**src/rtl/instruction_fetch_unit_pkg.sv**
```systemverilog
// Shared constants for the instruction fetch slice: reset PC, NOP encoding,
// queue depth and PC increment, plus a small alignment helper.
package instruction_fetch_unit_pkg;

  localparam logic [31:0] NOP_INSTR         = 32'h0000_0013;
  localparam logic [31:0] DEFAULT_RESET_PC  = 32'h0040_0000;
  localparam int          FETCH_QUEUE_DEPTH = 2;
  localparam int          PC_STEP           = 4;

  // A redirect target is word aligned only when its two low bits are clear.
  function automatic logic is_misaligned(input logic [1:0] low_bits);
    return |low_bits;
  endfunction

endpackage

```
**src/rtl/instruction_fetch_unit_fetch_queue.sv**
```systemverilog
// Two-entry FIFO holding {pc, instr} pairs between the ROM and decode.
// Push and pop in the same cycle are legal even when full; flush empties it.
module fetch_queue
  import instruction_fetch_unit_pkg::*;
#(
  parameter int WIDTH = 64,
  parameter int DEPTH = FETCH_QUEUE_DEPTH
) (
  input  logic             clk,
  input  logic             reset,
  input  logic             flush,
  input  logic             push,
  input  logic             pop,
  input  logic [WIDTH-1:0] wdata,
  output logic [WIDTH-1:0] rdata,
  output logic [1:0]       count,
  output logic             empty,
  output logic             full
);

  localparam logic [1:0] DEPTH_CNT = 2'(DEPTH);

  logic [WIDTH-1:0] mem [2];
  logic             wr_ptr;
  logic             rd_ptr;
  logic [1:0]       count_next;

  always_comb begin
    count_next = count;
    if (push && !pop) begin
      count_next = count + 2'd1;
    end else if (pop && !push) begin
      count_next = count - 2'd1;
    end
  end

  // When full, a simultaneous push lands in the slot the pop is vacating.
  always_ff @(posedge clk or negedge reset) begin
    if (!reset) begin
      mem[0] <= '0;
      mem[1] <= '0;
      wr_ptr <= 1'b0;
      rd_ptr <= 1'b0;
      count  <= 2'd0;
    end else if (flush) begin
      wr_ptr <= 1'b0;
      rd_ptr <= 1'b0;
      count  <= 2'd0;
    end else begin
      if (push) begin
        mem[wr_ptr] <= wdata;
        wr_ptr      <= ~wr_ptr;
      end
      if (pop) begin
        rd_ptr <= ~rd_ptr;
      end
      count <= count_next;
    end
  end

  assign rdata = mem[rd_ptr];
  assign empty = (count == 2'd0);
  assign full  = (count == DEPTH_CNT);

endmodule

```
**src/rtl/instruction_fetch_unit.sv**
```systemverilog
// PC generator and fetch buffer feeding decode from the program ROM.
// Absorbs decode back-pressure via a 2-entry queue and flushes on redirect.
module instruction_fetch_unit
  import instruction_fetch_unit_pkg::*;
#(
  parameter int                    DATA_WIDTH  = 32,
  parameter logic [DATA_WIDTH-1:0] RESET_PC    = DEFAULT_RESET_PC,
  parameter int                    QUEUE_DEPTH = FETCH_QUEUE_DEPTH
) (
  input  logic                  clk,
  input  logic                  reset,
  input  logic                  Stall_i,
  input  logic                  Redirect_i,
  input  logic [DATA_WIDTH-1:0] Redirect_PC_i,
  output logic [DATA_WIDTH-1:0] Imem_Address_o,
  input  logic [DATA_WIDTH-1:0] Imem_Instruction_i,
  input  logic                  Ready_i,
  output logic                  Valid_o,
  output logic [DATA_WIDTH-1:0] Instruction_o,
  output logic [DATA_WIDTH-1:0] PC_o,
  output logic [DATA_WIDTH-1:0] PC_plus4_o,
  output logic                  Misaligned_o
);

  localparam logic [DATA_WIDTH-1:0] STEP = DATA_WIDTH'(PC_STEP);
  localparam logic [DATA_WIDTH-1:0] NOP  = DATA_WIDTH'(NOP_INSTR);

  logic [DATA_WIDTH-1:0]   pc;
  logic [DATA_WIDTH-1:0]   pc_next;
  logic                    push;
  logic                    pop;
  logic [2*DATA_WIDTH-1:0] q_wdata;
  logic [2*DATA_WIDTH-1:0] q_rdata;
  logic [1:0]              q_count;
  logic                    q_empty;
  logic                    q_full;
  logic [DATA_WIDTH-1:0]   head_pc;
  logic [DATA_WIDTH-1:0]   head_instr;

  assign Imem_Address_o = pc;
  assign pop  = Valid_o & Ready_i;
  assign push = !Redirect_i & !Stall_i & (!q_full | pop);
  assign q_wdata = {pc, Imem_Instruction_i};

  always_comb begin
    pc_next = pc;
    if (Redirect_i) begin
      pc_next = {Redirect_PC_i[DATA_WIDTH-1:2], 2'b00};
    end else if (push) begin
      pc_next = pc + STEP;
    end
  end

  always_ff @(posedge clk or negedge reset) begin
    if (!reset) begin
      pc           <= RESET_PC;
      Misaligned_o <= 1'b0;
    end else begin
      pc           <= pc_next;
      Misaligned_o <= Redirect_i & is_misaligned(Redirect_PC_i[1:0]);
    end
  end

  fetch_queue #(
    .WIDTH (2*DATA_WIDTH),
    .DEPTH (QUEUE_DEPTH)
  ) u_queue (
    .clk   (clk),
    .reset (reset),
    .flush (Redirect_i),
    .push  (push),
    .pop   (pop),
    .wdata (q_wdata),
    .rdata (q_rdata),
    .count (q_count),
    .empty (q_empty),
    .full  (q_full)
  );

  // Head outputs come only from queue state, never straight from the ROM.
  assign head_pc    = q_rdata[2*DATA_WIDTH-1:DATA_WIDTH];
  assign head_instr = q_rdata[DATA_WIDTH-1:0];
  assign Valid_o       = !q_empty;
  assign Instruction_o = Valid_o ? head_instr : NOP;
  assign PC_o          = Valid_o ? head_pc : '0;
  assign PC_plus4_o    = Valid_o ? head_pc + STEP : '0;

  queue_count_in_range : assert property (
    @(posedge clk) disable iff (!reset) q_count <= 2'(QUEUE_DEPTH)
  );

endmodule

```
**config.mk**
```make
export PLATFORM = sky130hd
export DESIGN_NAME = instruction_fetch_unit
export DESIGN_NICKNAME = d
export VERILOG_FILES = /design/src/rtl/instruction_fetch_unit_pkg.sv /design/src/rtl/instruction_fetch_unit_fetch_queue.sv /design/src/rtl/instruction_fetch_unit.sv
export SDC_FILE = /design/constraint.sdc
export NUM_CORES = 1
export LEC_CHECK = 0
export BUFFER_PORTS_ARGS = -buffer_cell sky130_fd_sc_hd__buf_2
export CORE_MARGIN = 10
export CORE_UTILIZATION = 40
export DETAILED_ROUTE_END_ITERATION = 8
export SKIP_LAST_GASP = 1
export SYNTH_ARGS = -nofsm -noshare
export SYNTH_HDL_FRONTEND = slang
export SYNTH_SLANG_ARGS = --single-unit
```
**constraint.sdc**
```tcl
create_clock -name clk -period 2.49 [get_ports clk]
set_input_delay 0 -clock clk [delete_from_list [all_inputs] [get_ports clk]]
set_output_delay 0 -clock clk [all_outputs]
set_load 0.01 [all_outputs]
```
# Word-level counts from Yosys, hierarchy flattened
# Cells that the tools add are included.
[totals] memories=0 romBits=0 output_inout_bits=130 reg_bits=165 latchBits=0 elab_cells=58 in_bits=69 ramBits=0
[op_classes] n_mul=0 addsub=4 muxes=18 bitwise=10 eq_ne=1 reduce_logical=15 shifts=0 order_cmp=3 div_mod_pow=0
[op_table] cell="$mux 64" count=4
[op_table] cell="$mux 32" count=5
[op_table] cell="$bwmux 128" count=1
[op_table] cell="$add 32x3->32 const B" count=2
[op_table] cell="$demux 64 s1" count=1
[op_table] cell="$logic_not 1->1" count=6
[op_table] cell="$mux 2" count=3
[op_table] cell="$and 1x1->1" count=4
[op_table] cell="$ge 2x2->1 const B" count=2
[op_table] cell="$mux 1" count=4
[op_table] cell="$not 1->2" count=2
[op_table] cell="$reduce_bool 2->1" count=2
[op_table] cell="$logic_and 1x1->1" count=3
[op_table] cell="$not 1->1" count=3
[op_table] cell="$reduce_bool 3->1" count=1
[op_table] cell="$add 2x1->2 const B" count=1
[op_table] cell="$eq 2x2->1 const B" count=1
[op_table] cell="$logic_not 2->1" count=1
[op_table] cell="$lt 2x1->1 const B" count=1
[op_table] cell="$reduce_and 2->1" count=1
[op_table] cell="$reduce_or 2->1" count=1
[op_table] cell="$sub 2x1->2 const B" count=1
[op_table] cell="$or 1x1->1" count=1

# Depth between registers and ports, before layout
[logic_depth] ltp_word=10 mapped_depth=9

# Cells and area by module
# Synthesis repeated with hierarchy kept, for this count alone.
[hier_totals] hier_cells=784 hier_area_um2=9213.8
[modules_own_cells] mod="fetch_queue" area_per_inst_um2=6044.5 seq_area_each_um2=3303.2 instances=1 cells_each=361
[modules_own_cells] mod="instruction_fetch_unit" area_per_inst_um2=3169.3 seq_area_each_um2=777.0 instances=1 cells_each=423

# Worst setup path after synthesis
# OpenSTA, ideal clock, no wires.
[synth_timing] path_type="reg-to-output" startpoint="register u_queue.rd_ptr" endpoint="output PC_plus4_o[28]" path_slack_ps=375 path_stages_with_launch=10 arrival_ps=2115 n_path_buf=2 path_cell_list="dfrtp_1 > buf_4 > mux2i_1 > inv_1 > ha_1 > and2_0 > nand4_2 > buf_6 > o31a_1 > nor3_1"
[synth_via] elab_chain_cells=6
[synth_rtl] element="start: declaration" line="instruction_fetch_unit_fetch_queue.sv:25" rtl="logic rd_ptr;"
[synth_rtl] element="start signal: assignment" line="instruction_fetch_unit_fetch_queue.sv:55" rtl="rd_ptr <= ~rd_ptr;"
[synth_rtl] element="$not 1->2 (implied by the code)" line="instruction_fetch_unit_fetch_queue.sv:61" rtl="assign rdata = mem[rd_ptr];"
[synth_rtl] element="$mux 64 (implied by the code) (3 in a row)" line="instruction_fetch_unit_fetch_queue.sv:61"
[synth_rtl] element="$add 32x3->32" line="instruction_fetch_unit.sv:86" rtl="assign PC_plus4_o = Valid_o ? head_pc + STEP : '0;"
[synth_rtl] element="$mux 32" line="instruction_fetch_unit.sv:86"
[synth_rtl] element="end: declaration" line="instruction_fetch_unit.sv:21" rtl="output logic [DATA_WIDTH-1:0] PC_plus4_o,"
# No other way between the ends. The select of a mux whose other input is x is not followed.

# Final worst setup path
[layout_timing] startpoint="register u_queue.rd_ptr" endpoint="output PC_plus4_o[26]"
# Same word-level chain as after synthesis.

==> impl_metrics.py <==
metrics = {
    "clock_tree": {
        "clockBufferDepth": 2,
        "root_buffer": "clkbuf_16",
        "cts_tree": "built",
        "clk_latency_ns": 0.42,
        "clock-sinks": 159,
        "cts-htree-levels": 4,
        "clk_pin_slew_ns": 0.06,
        "numCtsBuffers": 17,
    },
    "yosys": {
        "ys_seq_elements": 159,
        "synth-compound-area-share_pct": 5.30,
        "synth_adder_area_share_pct": 0.299,
        "yosys.cell_count.top_type": "dfrtp_1",
        "syn_area_per_cell_sq_um": 11.0,
        "async_flop_share_pct": 100,
        "synth_top_area_share_pct": 47.3,
        "synth-xor-area-share_pct": 4.09,
        "syn_area_sq_um": 8360,
        "synth.distinct_cells": 53,
        "synth_simple_gate_area_share_pct": 14.7,
        "synth-seq-area-share_pct": 47.6,
        "synth_top_family_by_area": "multiplexers",
        "synth_area_leaders": "dfrtp_1, mux2_2, mux2i_1",
        "synth_cells": 763,
        "yosys-top-cells-count": "dfrtp_1, mux2_2, nor2_1",
        "synth_flop_cell": "dfrtp_1",
        "synthMuxAreaShare_pct": 24.6,
        "synth_edf_count": 0,
        "synth_warnings": 0,
        "yosys.area.top_type": "dfrtp_1",
    },
    "worst_setup_path": {
        "worstSetupPathType": "flip-flop to primary output",
        "critPathRequiredTime_ns": 2.49,
        "arrival_ns": 2.64,
        "cp-end-kind": "primary output",
        "start_kind": "flip-flop",
        "cp_max_fo": 12,
        "reg2regPathDepth": 5,
        "worstSetupStartpoint": "u_queue.rd_ptr",
        "r2r_slack_ns": 0.24,
        "r2r-end": "Imem_Address_o[31]",
        "crit_end": "PC_plus4_o[26]",
        "r2r-start": "u_queue.count[1]",
    },
    "global_route": {
        "grt_overflow": 0,
        "grt_pass1_vias": 7063,
        "grt_first_pass_wirelength_microns": 38300,
        "antenna_found_initial": 0,
        "grt_max_degree": 79,
        "grt_util_all_layers_pct": 17.7,
    },
    "die": {
        "die_area_sq_um": 27100,
        "io_pins": 199,
        "row_count": 52,
        "core_area_sq_um": 20400,
        "fp.dieW_microns": 165,
        "die_h_microns": 165,
        "initial_core_util_pct": 41.0,
    },
    "power": {
        "p_sw_mw": 2.68,
        "powerDensity_nw_per_um2": 745,
        "power.total_mw": 8.65,
        "pwr-share-seq_pct": 42.8,
        "switching_share_pct": 31.0,
        "pwr-share-clk_pct": 30.5,
        "p_comb_share_pct": 26.7,
        "p_leak_nw": 5.11,
        "power.internal_mw": 5.97,
        "ir_drop_mv": 0.484,
    },
    "drt": {
        "routed_wl_microns": 23900,
        "post_drt_via_cell_ratio": 5.13,
        "drtIter0Drc": 308,
        "drc_errors": 0,
        "vias": 6793,
        "first_pass_iters": 4,
        "postRouteAntennaNets": 0,
        "wl_per_cell_microns": 18.1,
    },
    "sta": {
        "finalClockSkew_ns": 0.00922,
        "layout_setup_ws_ns": -0.152,
        "relSlewSlack_pct": 34.6,
        "slew_viol_final": 0,
        "fin_crit_sh_pct": 106,
        "setup_viol": 21,
        "rsz0062_at_grt": "true",
        "holdWs_ns": 0.130,
        "tightest_slew_ns": 0.953,
        "hold_viol_final": 0,
        "clock.fmax_mhz": 379,
        "period_minus_slack_ns": 2.64,
    },
    "cells_and_area": {
        "drive_gt1_share_pct": 42.9,
        "n_fill_cell": 1810,
        "area_delta_synth_final_pct": 38.9,
        "fin_area_sq_um": 11600,
        "diodes": 0,
        "final_nets": 1114,
    },
    "outcome": {
        "status": "complete, but fails checks",
        "violations": "setup timing",
    },
    "placed_design": {
        "place_area_sq_um": 9700,
        "gp_congestion": 0.795,
        "io_buffer_count": 192,
        "hpwl_microns": 16400,
    },
    "job": {
        "maxCapViolations": 0,
    },
    "min_path": {
        "hp-class": "primary input to async pin",
    },
}
==> metal layers <==
layer / share of wire, % / global-route usage, % / vias up
met1: 42 / 21.8 / 3368
met3: 5.1 / 4.41 / 29
li1: - / - / 3248
met4: 2.1 / 5.52 / 0
met5: 0 / 0 / -
met2: 50 / 29.8 / 148
==> kinds of logic after synthesis <==
logic type      after synthesis
compound gates               70
fa+ha+maj                     2
other cells                   1
mux                         189
xor+xnor                     39
buf+inv                      58
flops                       159
simple gates                245
==> through the flow <==
| step | setup TNS (ns) | setup WS, ns | util, % | std cells |
|---|---|---|---|---|
| 2_1_floorplan | 0 | 0.375 | - | 768 |
| 3_3_place_gp | 0 | 0.160 | 47.6 | 1206 |
| 3_5_place_dp | 0 | 0.0803 | 47.6 | 1206 |
| 4_1_cts | -1.68 | -0.159 | 55.2 | 1316 |
| 5_1_grt | -4.26 | -0.278 | 57.0 | 1325 |
| 6_report | -1.73 | -0.152 | 57.0 | 1325 |
==> sequential cells by signal (all words and copies together) (netlist names) <==
signal          flops
u_queue.mem       124
Imem_Address_o     30
u_queue.count       2
Misaligned_o        1
u_queue.rd_ptr      1
u_queue.wr_ptr      1
==> power groups by stage <==
stage | logic, mW | registers (mW) | clock network (mW)
final | 2.31 | 3.70 | 2.64
after global routing | 2.55 | 3.80 | 2.81
after CTS | 2.22 | 3.69 | 2.70
after detailed placement | 2.06 | 3.74 | 0
after global placement | 2.03 | 3.73 | 0
after floorplan | 1.39 | 3.59 | 0
==> cells in the final DEF (no fill, tap or decap), types with 3 or more instances in the layout <==
cell | synthesis | routed
buf_2 | 19 | 191
dfrtp_1 | 158 | 157
mux2_2 | 127 | 127
nor2_1 | 80 | 79
dlygate4sd3_1 | 0 | 68
nand2_1 | 68 | 67
mux2i_1 | 61 | 60
xnor2_1 | 34 | 32
buf_4 | 8 | 27
o21ai_0 | 33 | 25
clkbuf_16 | 0 | 18
nand3_1 | 19 | 15
nor3_1 | 18 | 14
buf_6 | 2 | 10
inv_1 | 8 | 8
nand4_1 | 7 | 7
buf_12 | 0 | 7
and3_1 | 7 | 6
nor4_1 | 12 | 6
o31ai_4 | 0 | 6
o21ai_1 | 6 | 6
conb_1 | 1 | 6
xor2_1 | 5 | 5
a21oi_1 | 6 | 5
nor4_4 | 0 | 5
nor4_2 | 4 | 5
o31a_1 | 5 | 5
o21ai_4 | 0 | 5
nand3b_1 | 4 | 4
nor3_2 | 0 | 4
clkinv_4 | 0 | 4
clkinv_2 | 0 | 4
and4_1 | 3 | 3
a31oi_1 | 3 | 3
and2_1 | 3 | 3
nand3_4 | 0 | 3
o21ai_2 | 0 | 3
bufinv_16 | 0 | 3
==> how the worst min path moves through the flow <==
| stage | end | cells after the start | slack (ns) | start |
|---|---|---|---|---|
| after floorplan | Imem_Address_o[10] | 0 | -0.30 | reset |
| after global placement | Misaligned_o | 1 | 0.04 | reset |
| after detailed placement | Misaligned_o | 1 | 0.04 | reset |
| after CTS | Misaligned_o | 2 | 0.15 | reset |
| after global routing | Imem_Address_o[12] | 2 | 0.20 | reset |
| final | Misaligned_o | 2 | 0.13 | reset |
==> cell type report <==
class / count / area [sq um] / area share, %
Sequential cell: 159 / 3980 / 34.3
Inverter: 8 / 30.0 / 0.259
Clock inverter: 14 / 169 / 1.46
Tap cell: 270 / 338 / 2.91
Multi-Input combinational cell: 551 / 4500 / 38.8
Clock buffer: 17 / 425 / 3.67
Timing Repair Buffer: 306 / 2160 / 18.6
==> worst max-delay path: stages, from the launching register on <==
cell	delay, ns
dfrtp_4	0.52
buf_12	0.16
buf_6	0.15
mux2i_2	0.17
a211oi_2	0.19
buf_4	0.15
nand2_1	0.18
o31a_1	0.35
nor3_1	0.17
buf_2	0.17
==> what timing repair did <==
item | 4_1_cts | 5_1_grt
hold buffers | 68 | 0
pin swaps | 12 | 22
endpoints found under the hold margin | 158 | 0
setup endpoints to repair | 21 | 21
setup buffers | 10 | 9
cloned | 1 | 1
gates resized for setup | 38 | 51
Note: power is estimated with default switching activity, not from simulation.
